<file path="src/rtl/keypad_scan4x4_pkg.sv">
// Shared definitions for the column-multiplexed keypad scanner and display driver.
package keypad_scan4x4_pkg;

  // Multiplex slot length shared with the 7-segment driver so both run at the same rate.
  localparam int unsigned SCAN_DIV_DEFAULT = 1953;

  localparam logic [3:0] COL_OFF = 4'b1111;
  localparam logic [3:0][3:0] COL_PATTERNS = {4'b0111, 4'b1011, 4'b1101, 4'b1110};

  function automatic logic [3:0] key_index(input logic [1:0] col, input logic [1:0] row);
    return {col, row};
  endfunction

  // Lowest-numbered set key in a 16-bit map; 0 when the map is empty.
  function automatic logic [3:0] lowest_key(input logic [15:0] map);
    logic [3:0] idx;
    idx = '0;
    for (int c = 3; c >= 0; c--) begin
      for (int r = 3; r >= 0; r--) begin
        if (map[key_index(2'(c), 2'(r))]) idx = key_index(2'(c), 2'(r));
      end
    end
    return idx;
  endfunction

endpackage

</file>
<file path="src/rtl/sync2.sv">
// Two-flop synchronizer for asynchronous board inputs; reset value is a parameter.
module sync2 #(
  parameter int unsigned WIDTH = 1,
  parameter logic [WIDTH-1:0] RESET_VAL = '0
) (
  input  logic             clk,
  input  logic             rst_n,
  input  logic [WIDTH-1:0] d,
  output logic [WIDTH-1:0] q
);

  logic [WIDTH-1:0] meta;

  always_ff @(posedge clk) begin
    if (!rst_n) begin
      meta <= RESET_VAL;
      q    <= RESET_VAL;
    end else begin
      meta <= d;
      q    <= meta;
    end
  end

endmodule

</file>
<file path="src/rtl/keypad_scan4x4.sv">
// 4x4 matrix keypad scanner: column strobes, frame assembly, whole-map debounce, press events.
module keypad_scan4x4
  import keypad_scan4x4_pkg::*;
#(
  parameter int unsigned SCAN_DIV = SCAN_DIV_DEFAULT,
  parameter int unsigned DEB_CNT  = 4
) (
  input  logic        I_CLK,
  input  logic        I_RESET_N,
  input  logic [3:0]  I_ROW,
  output logic [3:0]  O_COL,
  output logic [3:0]  O_KEY,
  output logic        O_KEY_VLD,
  output logic [15:0] O_KEYMAP
);

  localparam int unsigned CNT_W = (SCAN_DIV > 1) ? $clog2(SCAN_DIV) : 1;
  localparam int unsigned DEB_W = 4;
  localparam logic [CNT_W-1:0] CNT_LAST = CNT_W'(SCAN_DIV - 1);
  localparam logic [DEB_W-1:0] DEB_LAST = DEB_W'(DEB_CNT - 1);

  logic [CNT_W-1:0] slot_cnt;
  logic [1:0]       col_idx;
  logic [3:0]       row_sync;
  logic [11:0]      asm_bits;
  logic [15:0]      prev_frame;
  logic [DEB_W-1:0] stable_cnt;
  logic             pend_vld;
  logic [3:0]       pend_key;

  logic             tick_c;
  logic             frame_end_c;
  logic             same_c;
  logic             accept_c;
  logic [3:0]       pressed_c;
  logic [15:0]      frame_c;
  logic [15:0]      new_keys_c;
  logic [DEB_W-1:0] stable_nxt_c;

  sync2 #(
    .WIDTH    (4),
    .RESET_VAL(4'hF)
  ) u_row_sync (
    .clk  (I_CLK),
    .rst_n(I_RESET_N),
    .d    (I_ROW),
    .q    (row_sync)
  );

  // Tick/frame decode and debounce decision for the frame completing this cycle.
  always_comb begin
    tick_c       = (slot_cnt == CNT_LAST);
    frame_end_c  = tick_c && (col_idx == 2'd3);
    pressed_c    = ~row_sync;
    frame_c      = {pressed_c, asm_bits};
    same_c       = (frame_c == prev_frame);
    stable_nxt_c = '0;
    if (same_c) begin
      stable_nxt_c = (stable_cnt == DEB_LAST) ? stable_cnt : stable_cnt + DEB_W'(1);
    end
    accept_c     = frame_end_c && same_c && (stable_nxt_c == DEB_LAST);
    new_keys_c   = frame_c & ~O_KEYMAP;
  end

  always_ff @(posedge I_CLK) begin
    if (!I_RESET_N) begin
      slot_cnt   <= '0;
      col_idx    <= '0;
      asm_bits   <= '0;
      prev_frame <= '0;
      stable_cnt <= '0;
      pend_vld   <= 1'b0;
      pend_key   <= '0;
      O_COL      <= COL_OFF;
      O_KEY      <= '0;
      O_KEY_VLD  <= 1'b0;
      O_KEYMAP   <= '0;
    end else begin
      O_COL     <= COL_PATTERNS[col_idx];
      O_KEY_VLD <= pend_vld;
      if (pend_vld) O_KEY <= pend_key;
      pend_vld  <= 1'b0;
      slot_cnt  <= tick_c ? '0 : slot_cnt + CNT_W'(1);

      if (tick_c) begin
        col_idx <= col_idx + 2'd1;
        case (col_idx)
          2'd0:    asm_bits[3:0]  <= pressed_c;
          2'd1:    asm_bits[7:4]  <= pressed_c;
          2'd2:    asm_bits[11:8] <= pressed_c;
          default: ;
        endcase
      end

      // Column 3 is folded straight into frame_c, so the frame is judged on its own tick.
      if (frame_end_c) begin
        prev_frame <= frame_c;
        stable_cnt <= stable_nxt_c;
        if (accept_c) begin
          O_KEYMAP <= frame_c;
          if (|new_keys_c) begin
            pend_vld <= 1'b1;
            pend_key <= lowest_key(new_keys_c);
          end
        end
      end
    end
  end

endmodule

</file>
<file path="config.mk">
export PLATFORM = sky130hd
export DESIGN_NAME = keypad_scan4x4
export DESIGN_NICKNAME = d
export VERILOG_FILES = /design/src/rtl/keypad_scan4x4_pkg.sv /design/src/rtl/sync2.sv /design/src/rtl/keypad_scan4x4.sv
export SDC_FILE = /design/constraint.sdc
export NUM_CORES = 1
export LEC_CHECK = 0
export CAP_MARGIN = 0
export CORE_MARGIN = 10
export CORE_UTILIZATION = 60
export DETAILED_ROUTE_END_ITERATION = 12
export GPL_ROUTABILITY_DRIVEN = 0
export GPL_TIMING_DRIVEN = 0
export MAX_ROUTING_LAYER = met4
export PLACE_DENSITY = 0.91
export SLEW_MARGIN = 0
export SYNTH_ARGS = -nofsm -noshare
export SYNTH_HDL_FRONTEND = slang
export SYNTH_SLANG_ARGS = --single-unit
</file>
<file path="constraint.sdc">
create_clock -name I_CLK -period 4.55 [get_ports I_CLK]
set_clock_uncertainty 0.15 [all_clocks]
set_input_delay 1.365 -clock I_CLK [delete_from_list [all_inputs] [get_ports I_CLK]]
set_output_delay 1.365 -clock I_CLK [all_outputs]
set_load 0.005 [all_outputs]
</file>
# [After elaboration in Yosys (flattened, before gate mapping)]
# Cells that the tools add are included.
[classes] order_cmp=1 n_mux=21 eq_ne=7 reduce_logical=12 n_addsub=3 bitwise_logic=4
[ops] operator="$mux W4" n=19
[ops] operator="$and A16 B16 Y16" n=1
[ops] operator="$eq A16 B16 Y1" n=1
[ops] operator="$not A16 Y16" n=1
[ops] operator="$reduce_or A16 Y1" n=1
[ops] operator="$add A11 B1 Y11 const B" n=1
[ops] operator="$eq A11 B11 Y1 const B" n=1
[ops] operator="$bmux W4 S2" n=1
[ops] operator="$eq A4 B2 Y1 const B" n=2
[ops] operator="$reduce_and A2 Y1" n=4
[ops] operator="$reduce_and A3 Y1" n=2
[ops] operator="$add A4 B1 Y4 const B" n=1
[ops] operator="$eq A2 B2 Y1 const B" n=2
[ops] operator="$not A4 Y4" n=1
[ops] operator="$logic_and A1 B1 Y1" n=3
[ops] operator="$lt A2 B3 Y1 const B" n=1
[ops] operator="$add A2 B1 Y2 const B" n=1
[ops] operator="$eq A2 B1 Y1 const B" n=1
[ops] operator="$logic_not A2 Y1" n=1
[ops] operator="$reduce_or A2 Y1" n=1
[ops] operator="$mux W1" n=1
[ops] operator="$not A1 Y1" n=1
[totals] regBits=83 word_cells=63 output_inout_bits=25 in_bits=6

# [Logic depth before layout (Yosys ltp)]
# Gate-level depths: netlist of run 1.
[depth] ltp_word=18 mapped_depth=10 ltp_nobuf=8

# [Cells and area by module]
# Synthesis of run 1 repeated with hierarchy kept, for this count alone.
[unflattened] cells_unflattened=389 area_unflattened_um2=3594.7
[modules_own_cells] mod="keypad_scan4x4" seq_area_each_um2=1501.4 area_per_inst_um2=3384.5 instances=1 cells_each=373
[modules_own_cells] mod="sync2" seq_area_each_um2=160.2 area_per_inst_um2=210.2 instances=1 cells_each=16

# [Worst setup path after synthesis of run 1]
# OpenSTA, ideal clock, no wires.
[synth_timing] kind="input -> register" startpoint="input I_RESET_N" endpoint="register stable_cnt[1]" cell_stages=4 setup_slack_ns=2.164 t_required_ns=4.325 setup_ns=0.075 path_buffers=2 arrival_ns=2.161 cell_sequence="clkbuf_1 -> clkbuf_1 -> a22oi_1 -> o22ai_1"
[synth_rtl] item="start: declaration" line="keypad_scan4x4.sv:9" text="input logic I_RESET_N,"
[synth_rtl] item="end signal: assignment" line="keypad_scan4x4.sv:98" text="stable_cnt <= stable_nxt_c;"
[synth_rtl] item="end: declaration" line="keypad_scan4x4.sv:27" text="logic [DEB_W-1:0] stable_cnt;"

# [Final worst setup path of run 1]
[layout_timing] startpoint="register O_KEYMAP[12]" endpoint="output O_KEYMAP[12]"
[layout_rtl] item="start: declaration" line="keypad_scan4x4.sv:14" text="output logic [15:0] O_KEYMAP"
[layout_rtl] item="start signal: assignment" line="keypad_scan4x4.sv:100" text="O_KEYMAP <= frame_c;"
# No word-level cell between the ends.

==> run metrics, run 1 <==
status complete, no violations; hold crit path type register to register; TritonCTS clock tree done; Post-DP HPWL about 5600 µm; CTS H-tree depth 3; Sw Ratio 24.97%; number of flops mapped to enable cells by yosys 0; Clock Latency Late Sink between 300 and 400 ps; ys async rst share 0%; antenna violations before repair 0; clock power share between 30% and 40%; simple-gate share of the synthesized area about a fifth; Synth Area in Compound Gates around 14%; post-route ant nets 0; Worst Max-Slew Pin Slew 763.6 ps; Post-Place Worst Slack 1336 ps; WL final a little under 8000 µm; Fin Setup TNS 0 ps; Initial DRC Count approximately 140; critical path arrival 1320 ps; largest family of logic cells by synthesized area simple AND/OR/NAND/NOR gates; via count 2836; min cycle time layout ~2800 ps; Seq pwr share 57.8%; Root Driver clkbuf_8; post-placement cell count slightly below 500; non-filler cells, final just over 500; total CTS buffers 9; most frequent cells in the layout dfxtp_1, nand2_1, clkdlybuf4s50_1, nor2b_1, mux2i_1; layout cells sized above 1 6.897%; Post-Syn Nets 405; Power Internal approximately 950 µW; Die H 98.32 µm; worst setup margin 1716 ps; final slew viol count 0; Max VDD drop ~240 µV; # rows 28; Worst setup EP type output pin; drt drc 0; Clock Tree Buf Depth 2; Synth Area in Adders 3.400%; net load switching power 317.6 µW; hold_buf cts 0; xor-xnor portion of the synthesized cell area under 10%; CP Data Required Time around 3000 ps; num ports 31; Initial Util between 60% and 70%; # nets final 446; Routed wire per std cell 15.41 µm; total power approximately 1.3 mW; WS Path Type register to output pin; final setup vio count 0; Cell Area, Synth roughly 0.0037 mm²; top_reg_cell synth dfxtp_1; Total GRT Usage 16.36%; critical path launch point O_KEYMAP[12]; register area share after synthesis 45.15%; Slew headroom roughly half; fmax approximately 350 MHz; startpoint type of the worst setup path register; reg2reg start slot_cnt[0]; Cells after Synth just under 400; worst path bufs/invs 1; total gr overflow 0; Port-buffer cells 30; Cell variety after synth 47; RSZ-0062 raised after global routing no; clk sinks 83; final hold vios 0; mux share of post-synthesis cell area approximately 5.7%; Core Footprint between 0.005 and 0.006 mm²; pin count of the biggest net entering global routing 16; Avg Cell Area, Syn between 9 and 10 µm²; Yosys warning count 0; critical path, cell by cell clkdlybuf4s50_1; Worst Path Max Fanout 4; crit-path leading delay family buffers and inverters; drt pass-1 iters 4; first-pass GRT wire length roughly 13000 µm; die area 0.009666 mm²; postcts setup bufs 0; vias in the first global route ~2800; Vias/cell ~5.6; leakage power 1.716 nW; combinational power share 4.0%; antenna cell count 0; crit-path max cell delay approximately 540 ps; max-cap viol count 0; Worst path slowest cell clkdlybuf4s50_1; Reg clk slew, reported paths around 90 ps; hold path startpoint u_row_sync.meta[2]; most common cell after layout, fill and taps aside dfxtp_1; Post-CTS Resized 0; Seq cells post-synth between 80 and 90; die width 98.32 µm; P per Cell Area 299.2 mW/mm²; final worst path period share 62.28%; area grow syn2layout 15.54%
-- synth_stat cells, drive strengths merged (10+ instances only) --
library cell | number | area share [%]
ha | 10 | 3.4
nor2b | 24 | 4.1
inv | 16 | 1.6
mux2i | 21 | 5.7
a21boi | 14 | 3.2
nand2 | 55 | 5.6
xor2 | 10 | 2.6
o211a | 20 | 5.4
dfxtp | 83 | 45
nand3 | 10 | 1.4
nand2b | 12 | 2.0
nor2 | 20 | 2.0
xnor2 | 17 | 4.0
clkbuf | 16 | 1.6
-- power groups by stage --
| stage | Clock (mW) | Combinational [mW] | Sequential (mW) |
|---|---|---|---|
| floorplan | 0 | 0.0350 | 0.751 |
| global placement | 0 | 0.0491 | 0.752 |
| detailed placement | 0 | 0.0502 | 0.752 |
| CTS | 0.484 | 0.0505 | 0.735 |
| global route | 0.510 | 0.0560 | 0.736 |
| finish | 0.487 | 0.0505 | 0.735 |
-- registers in the layout, indices dropped and copies added (netlist names), 11 cells and up --
register,cells
prev_frame,16
slot_cnt,11
asm_bits,12
O_KEYMAP,16
-- worst paths after layout --
check / slack (ps) / to / depth (start not counted)
worst min register to register: 260 / u_row_sync.q[2] / 1
worst max-delay path: 1720 / O_KEYMAP[12] / 1
worst max register to register: 2190 / O_KEYMAP[10] / 10
worst min-delay path: 260 / u_row_sync.q[2] / 1
-- cells by family (layout without fill, tap and decap cells) --
kind of cell / after synthesis / after routing
xor+xnor: 27 / 27
flops: 83 / 83
mux: 21 / 21
fa+ha+maj: 10 / 10
compound gates: 60 / 60
buf+inv: 39 / 85
simple gates: 149 / 149
-- routing by layer --
| layer | track usage [%] | wire length, µm |
|---|---|---|
| met1 | 19.10 | 3623 |
| met2 | 26.48 | 3750 |
| met4 | 7.166 | 72 |
| met3 | 3.453 | 411 |
| met5 | - | 0 |
-- per-stage QoR --
stage | cell area (µm²) | hold slack [ps] | utilization (%)
after global routing | 4252 | 286.3 | 71.81
after global placement | 4074 | 239.1 | 68.81
after detailed placement | 4074 | 245.6 | 68.81
after floorplan | 3680 | 236.3 | -
final | 4252 | 261.9 | 71.81
after CTS | 4252 | 265.0 | 71.81
-- worst reg2reg max path, stage by stage, from the launching register on --
cell,delay [ps]
dfxtp_1,340
inv_1,80
ha_1,140
nand4_1,110
nor3b_2,400
and2_1,180
buf_2,150
and4_4,270
buf_6,160
mux2i_1,220
nor2b_1,70
-- layout make-up --
type	instances	area, µm²
Fill cell	433	1669
Buffer	23	121.4
Multi-Input combinational cell	267	1837
Clock buffer	9	123.9
Timing Repair Buffer	30	300.3
Inverter	16	60.06
Clock inverter	7	53.80
Sequential cell	83	1662
Tap cell	75	93.84
Power figures use the tool's default switching activity.
==> run 2, diff against run 1 <==
CORE_UTILIZATION = 52   (was 60)
PLACE_DENSITY = 0.85   (was 0.91)
clock period = 2.45 ns   (was 4.55 ns; I/O delays follow)
==> run 2 against run 1 <==
Compared with the run above: first-iteration DRC count fell by 28%; cell area rose by 1.5%; die area rose by 12%; hold slack improved by 2.5 ps; combinational power rose by 87%; sequential cell count did not move; clock power rose by 110%; register-to-register slack got worse by 2000 ps; largest cell class unchanged.
==> run metrics, run 2 (synthesis results as in run 1) <==
Initial DRC Count 103 (-28%); via count 2821 (-0.53%); Sw Ratio 23.74% (-1.2 points); drt pass-1 iters 7 (+3); pin count of the biggest net entering global routing 16 (unchanged); die width 104.1 µm (+5.9%); critical path arrival 2360 ps (+1040 ps); final worst path period share approximately nine tenths; Power Internal 1.877 mW (+97%); Worst setup EP type register; area grow syn2layout 17.24%; final setup vio count 0 (unchanged); hold crit path type register to register; most frequent cells in the layout dfxtp_1, nand2_1, clkdlybuf4s50_1, nor2b_1, mux2i_1; Worst Max-Slew Pin Slew 688.4 ps (-75.12 ps); CTS H-tree depth 3 (unchanged); combinational power share 3.8% (-0.2 points); final slew viol count 0 (unchanged); Vias/cell 5.303 (-4.6%); hold_ws 264.4 ps (+2.522 ps); largest registers O_KEYMAP: 16 flops, prev_frame: 16 flops, asm_bits: 12 flops; Final Util 63.15% (-8.7 points); hold_buf cts 0 (unchanged); Fin Setup TNS 0 ps (unchanged); fmax 445.2 MHz; total gr overflow 0 (unchanged); most common cell after layout, fill and taps aside dfxtp_1; WS Path Type register to register; # rows 30 (+7.1%); DP Area 0.004100 mm² (+0.64%); WL final 7705 µm (-1.9%); Core Footprint 0.006832 mm² (+15%); antenna violations before repair 0 (unchanged); clock power share 40.7% (+2.4 points); Max VDD drop 256.9 µV (+5.7%); max-cap viol count 0 (unchanged); drt drc 0 (unchanged); vias in the first global route 2728 (-2.0%); Root Driver clkbuf_8; Slew headroom 53.68% (+5.1 points); Seq pwr share 55.4% (-2.4 points); Post-DP HPWL 5609 µm (-0.29%); total power 2.462 mW (+94%); Fill cells 582 (+34%); final hold vios 0 (unchanged); RSZ-0062 raised after global routing no; status complete, no violations; Clock Latency Late Sink 370 ps (about the same); leakage power 1.738 nW (+1.2%); Finished Cell Area 0.004314 mm² (+1.5%); worst setup margin 204.0 ps (-1512 ps); Routed wire per std cell 14.48 µm (-6.0%); num ports 31 (unchanged); post-route ant nets 0 (unchanged); Port-buffer cells 30 (unchanged); Initial Util 53.86% (-8.3 points); startpoint type of the worst setup path register; # nets final 447 (+0.22%); die area 0.01084 mm² (+12%); non-filler cells, final 532 (+4.3%); Reg clk slew, reported paths 90 ps (about the same); first-pass GRT wire length 12950 µm (-0.90%); P per Cell Area 570.7 mW/mm² (+91%); Die H 104.1 µm (+5.9%); min cycle time layout about 2200 ps; Total GRT Usage 14.65% (-1.7 points); Post-Place Worst Slack -159.3 ps (-1495 ps); TritonCTS clock tree done; clk sinks 83 (unchanged); total CTS buffers 9 (unchanged); CP Data Required Time 2560 ps (-470 ps); layout cells sized above 1 7.110% (+0.21 points); Clock Tree Buf Depth 2 (unchanged); net load switching power 584.6 µW (+84%); Worst Path Max Fanout 10 (+6); antenna cell count 0 (unchanged); post-placement cell count 515 (+4.3%)
run 2: path summary, 6_finish.rpt:
| check | cells past startpoint | end | slack (ps) | startpoint |
|---|---|---|---|---|
| max reg2reg | 7 | O_KEYMAP[7] | 200 | asm_bits[5] |
| min | 1 | u_row_sync.q[3] | 260 | u_row_sync.meta[3] |
| max | 7 | O_KEYMAP[7] | 200 | asm_bits[5] |
| min reg2reg | 1 | u_row_sync.q[3] | 260 | u_row_sync.meta[3] |
run 2: what timing repair did:
item / CTS / global route
setup buffers: 0 / 1
endpoints found under the hold margin: 0 / 0
setup endpoints to repair: 0 / 9
resized for setup: 0 / 1
run 2: critical path, cell delays in order, from the launching register on:
cell,delay (ps)
dfxtp_1,490
xnor2_1,180
nand4_1,140
nor4_2,400
and4_4,330
buf_12,150
mux2i_1,220
nor2b_1,80
run 2: area by class of cell:
type                    count  area (µm²)  share of cell area (%)
well taps                  96       120.1                   2.784
clock inverters             7       76.32                   1.769
flip-flops and latches     83        1662                   38.51
inverters                  16       60.06                   1.392
multi-input cells         267        1843                   42.72
repair buffers             31       307.8                   7.135
plain buffers              23       121.4                   2.813
clock buffers               9       123.9                   2.871
run 2: power groups by stage:
stage                     registers [mW]  logic, mW  clock network [mW]
after floorplan                     1.40     0.0650                   0
after global placement              1.40     0.0919                   0
after detailed placement            1.40     0.0944                   0
after CTS                           1.36     0.0949                1.01
after global routing                1.37      0.106                1.07
final                               1.36     0.0944                1.00
run 2: layer usage:
| layer | track usage, % | share of wire [%] | up-vias |
|---|---|---|---|
| met5 | - | 0 | - |
| met4 | 6.759 | 2.0 | 0 |
| met3 | 3.222 | 5.2 | 15 |
| met2 | 23.47 | 48 | 69 |
| met1 | 17.15 | 45 | 1338 |
| li1 | - | - | 1399 |
==> run 3, diff against run 2 <==
SYNTH_HIERARCHICAL = 1   (was unset)
==> run 3 against run 2 <==
Compared with the run above: sequential power about the same; cell area decreased by 2.6%; global-route usage is 0.075 points higher; non-clock buffer count shrank 2; hold slack worse by 7.2 ps; sequential share of layout area rose by 1.0 points; critical endpoint is now pend_key[0]; largest cell class unchanged.
==> run metrics, run 3 <==
status complete, no violations; number of flops mapped to enable cells by yosys 0 (unchanged); reg2reg start stable_cnt[0]; vias in the first global route 2697 (-1.1%); most frequent cell after synthesis dfxtp_1; RSZ-0062 raised after global routing no; die width 103.1 µm (-0.94%); num ports 31 (unchanged); total CTS buffers 9 (unchanged); Worst setup EP type register; non-filler cells, final 515 (-3.2%); FF-to-FF setup slack 240 ps (+40 ps); pin count of the biggest net entering global routing 16 (unchanged); layout cells sized above 1 9.655% (+2.5 points); drt drc 0 (unchanged); Post-DP HPWL 5465 µm (-2.6%); post-placement cell count 499 (-3.1%); CP Data Required Time 2580 ps (+20 ps); largest registers O_KEYMAP: 16 flops, prev_frame: 16 flops, asm_bits: 12 flops; register area share after synthesis 46.22% (+1.1 points); leakage power 1.512 nW (-13%); top_reg_cell synth dfxtp_1; Total GRT Usage 14.72% (+0.075 points); die area 0.01064 mm² (-1.9%); Worst Path Max Fanout 12 (+2); Max VDD drop 333.6 µV (+30%); Worst path slowest cell clkdlybuf4s50_1; Clock Tree Buf Depth 2 (unchanged); worst path bufs/invs 2 (+1); Slew headroom 61.02% (+7.3 points); crit-path leading delay family buffers and inverters; final setup vio count 0 (unchanged); total gr overflow 0 (unchanged); largest area contributor in the synthesized netlist dfxtp_1; post-route ant nets 0 (unchanged); # nets final 446 (-0.22%); final hold vios 0 (unchanged); most frequent cells in the layout dfxtp_1, nor2_1, nand2_1, clkdlybuf4s50_1, nand2b_1; most common cell after layout, fill and taps aside dfxtp_1; Root Driver clkbuf_8; Core Footprint 0.006756 mm² (-1.1%); fmax 440.9 MHz (-0.98%); Yosys warning count 6 (+6); Initial Util 53.20% (-0.66 points); Post-Place Worst Slack -282.5 ps (-123.2 ps); final worst path period share 92.58% (+0.91 points); total power 2.442 mW (-0.82%); Vias/cell 5.324 (+0.41%); first-pass GRT wire length 12030 µm (-7.1%); hold_buf cts 0 (unchanged); Min-Delay Path Depth 1 (unchanged); antenna violations before repair 0 (unchanged); area grow syn2layout 16.95%; final slew viol count 0 (unchanged); Post-Syn Nets 405 (unchanged); Worst Max-Slew Pin Slew 584.7 ps (-103.7 ps); clk sinks 83 (unchanged); max-cap viol count 0 (unchanged); startpoint type of the worst setup path primary input; critical path arrival 2390 ps (+30 ps); Cells after Synth 389 (unchanged); crit-path max cell delay 760 ps (+270 ps); Fill cells 554 (-4.8%); Clock Latency Late Sink 360 ps (about the same); top cell type's share of synthesized area 46.22% (+1.1 points); hold crit path type register to register; Avg Cell Area, Syn 9.241 µm² (-2.3%); worst setup margin 181.7 ps (-22.26 ps); Cell variety after synth 42 (-11%); antenna cell count 0 (unchanged); Cell Area, Synth 0.003595 mm² (-2.3%); Seq cells post-synth 83 (unchanged); CTS H-tree depth 3 (unchanged); WL final 7286 µm (-5.4%); ys async rst share 0% (unchanged); worst hold path endpoint u_row_sync/q[3]; Commonest cells post-synth dfxtp_1, nor2_1, nand2_1, nand2b_1, mux2i_1; WS Path Type primary input to register; TritonCTS clock tree done; Port-buffer cells 30 (unchanged); Final Util 62.22% (-0.93 points); Initial DRC Count 112 (+8.7%); hold path startpoint u_row_sync/meta[3]; # rows 30 (unchanged); Synth area leaders dfxtp_1, nor2_1, mux2i_1, xnor2_1, nand2_1; via count 2742 (-2.8%); P per Cell Area 580.8 mW/mm² (+1.8%); worst reg2reg path depth 9 (+2); critical path, cell by cell clkdlybuf4s50_1 -> clkbuf_2 -> nand4_1 -> a21oi_1 -> nand2_1 -> o22ai_1; Routed wire per std cell 14.15 µm (-2.3%); Reg clk slew, reported paths 80 ps (about the same); drt pass-1 iters 4 (-3); Die H 103.1 µm (-0.94%); reg-to-reg endpoint O_KEYMAP[1]; min cycle time layout 2268 ps (+22.26 ps)
run 3: layout make-up:
class / count / area [µm²] / share of cell area (%)
Clock inverter: 7 / 76.32 / 1.815
Inverter: 10 / 37.54 / 0.8929
Buffer: 22 / 145.1 / 3.452
Timing Repair Buffer: 30 / 300.3 / 7.143
Tap cell: 80 / 100.1 / 2.381
Clock buffer: 9 / 123.9 / 2.946
Multi-Input combinational cell: 274 / 1759 / 41.85
Sequential cell: 83 / 1662 / 39.52
run 3: how the worst max path moves through the flow:
| stage | from | to | slack [ps] | cells after the start |
|---|---|---|---|---|
| after floorplan | stable_cnt[0] | O_KEYMAP[3] | 420 | 9 |
| after global placement | I_RESET_N | pend_key[0] | -240 | 6 |
| after detailed placement | I_RESET_N | pend_key[2] | -280 | 6 |
| after CTS | I_RESET_N | pend_key[0] | 110 | 6 |
| after global routing | I_RESET_N | pend_key[2] | 30 | 6 |
| final | I_RESET_N | pend_key[0] | 180 | 6 |
run 3: stage by stage:
step	TNS, ps	instance area [µm²]	hold WS, ps
after floorplan	0	3595	236.3
after global placement	-1932	3995	238.9
after detailed placement	-3291	3995	241.6
after CTS	0	4195	260.9
after global routing	0	4204	281.4
final	0	4204	257.2
run 3: cell families after synthesis:
kind of cell	count (synthesis)	synth area share, %
mux	18	5.012
simple gates	160	22.03
xor+xnor	27	6.787
buf+inv	32	5.047
flops	83	46.22
compound gates	59	11.42
fa+ha+maj	10	3.481
run 3: report_power, final:
part           internal, mW  total (mW)  switching, mW
clock                 0.476       0.981          0.506
sequential             1.36        1.36        0.00554
combinational        0.0361      0.0963         0.0602
total                  1.87        2.44          0.571
run 3: layer usage:
metal / vias up / part of all wire (%) / track usage (%)
met1: 1279 / 45 / 15.82
met4: 0 / 2.5 / 7.914
met2: 53 / 48 / 25.35
met5: - / 0 / -
li1: 1395 / - / -
met3: 15 / 4.3 / 2.547
run 3: timing repair:
action                                  4_1_cts  5_1_grt
endpoints found under the setup margin        0        5
resized for setup                             0        3
buffers inserted                              0        0
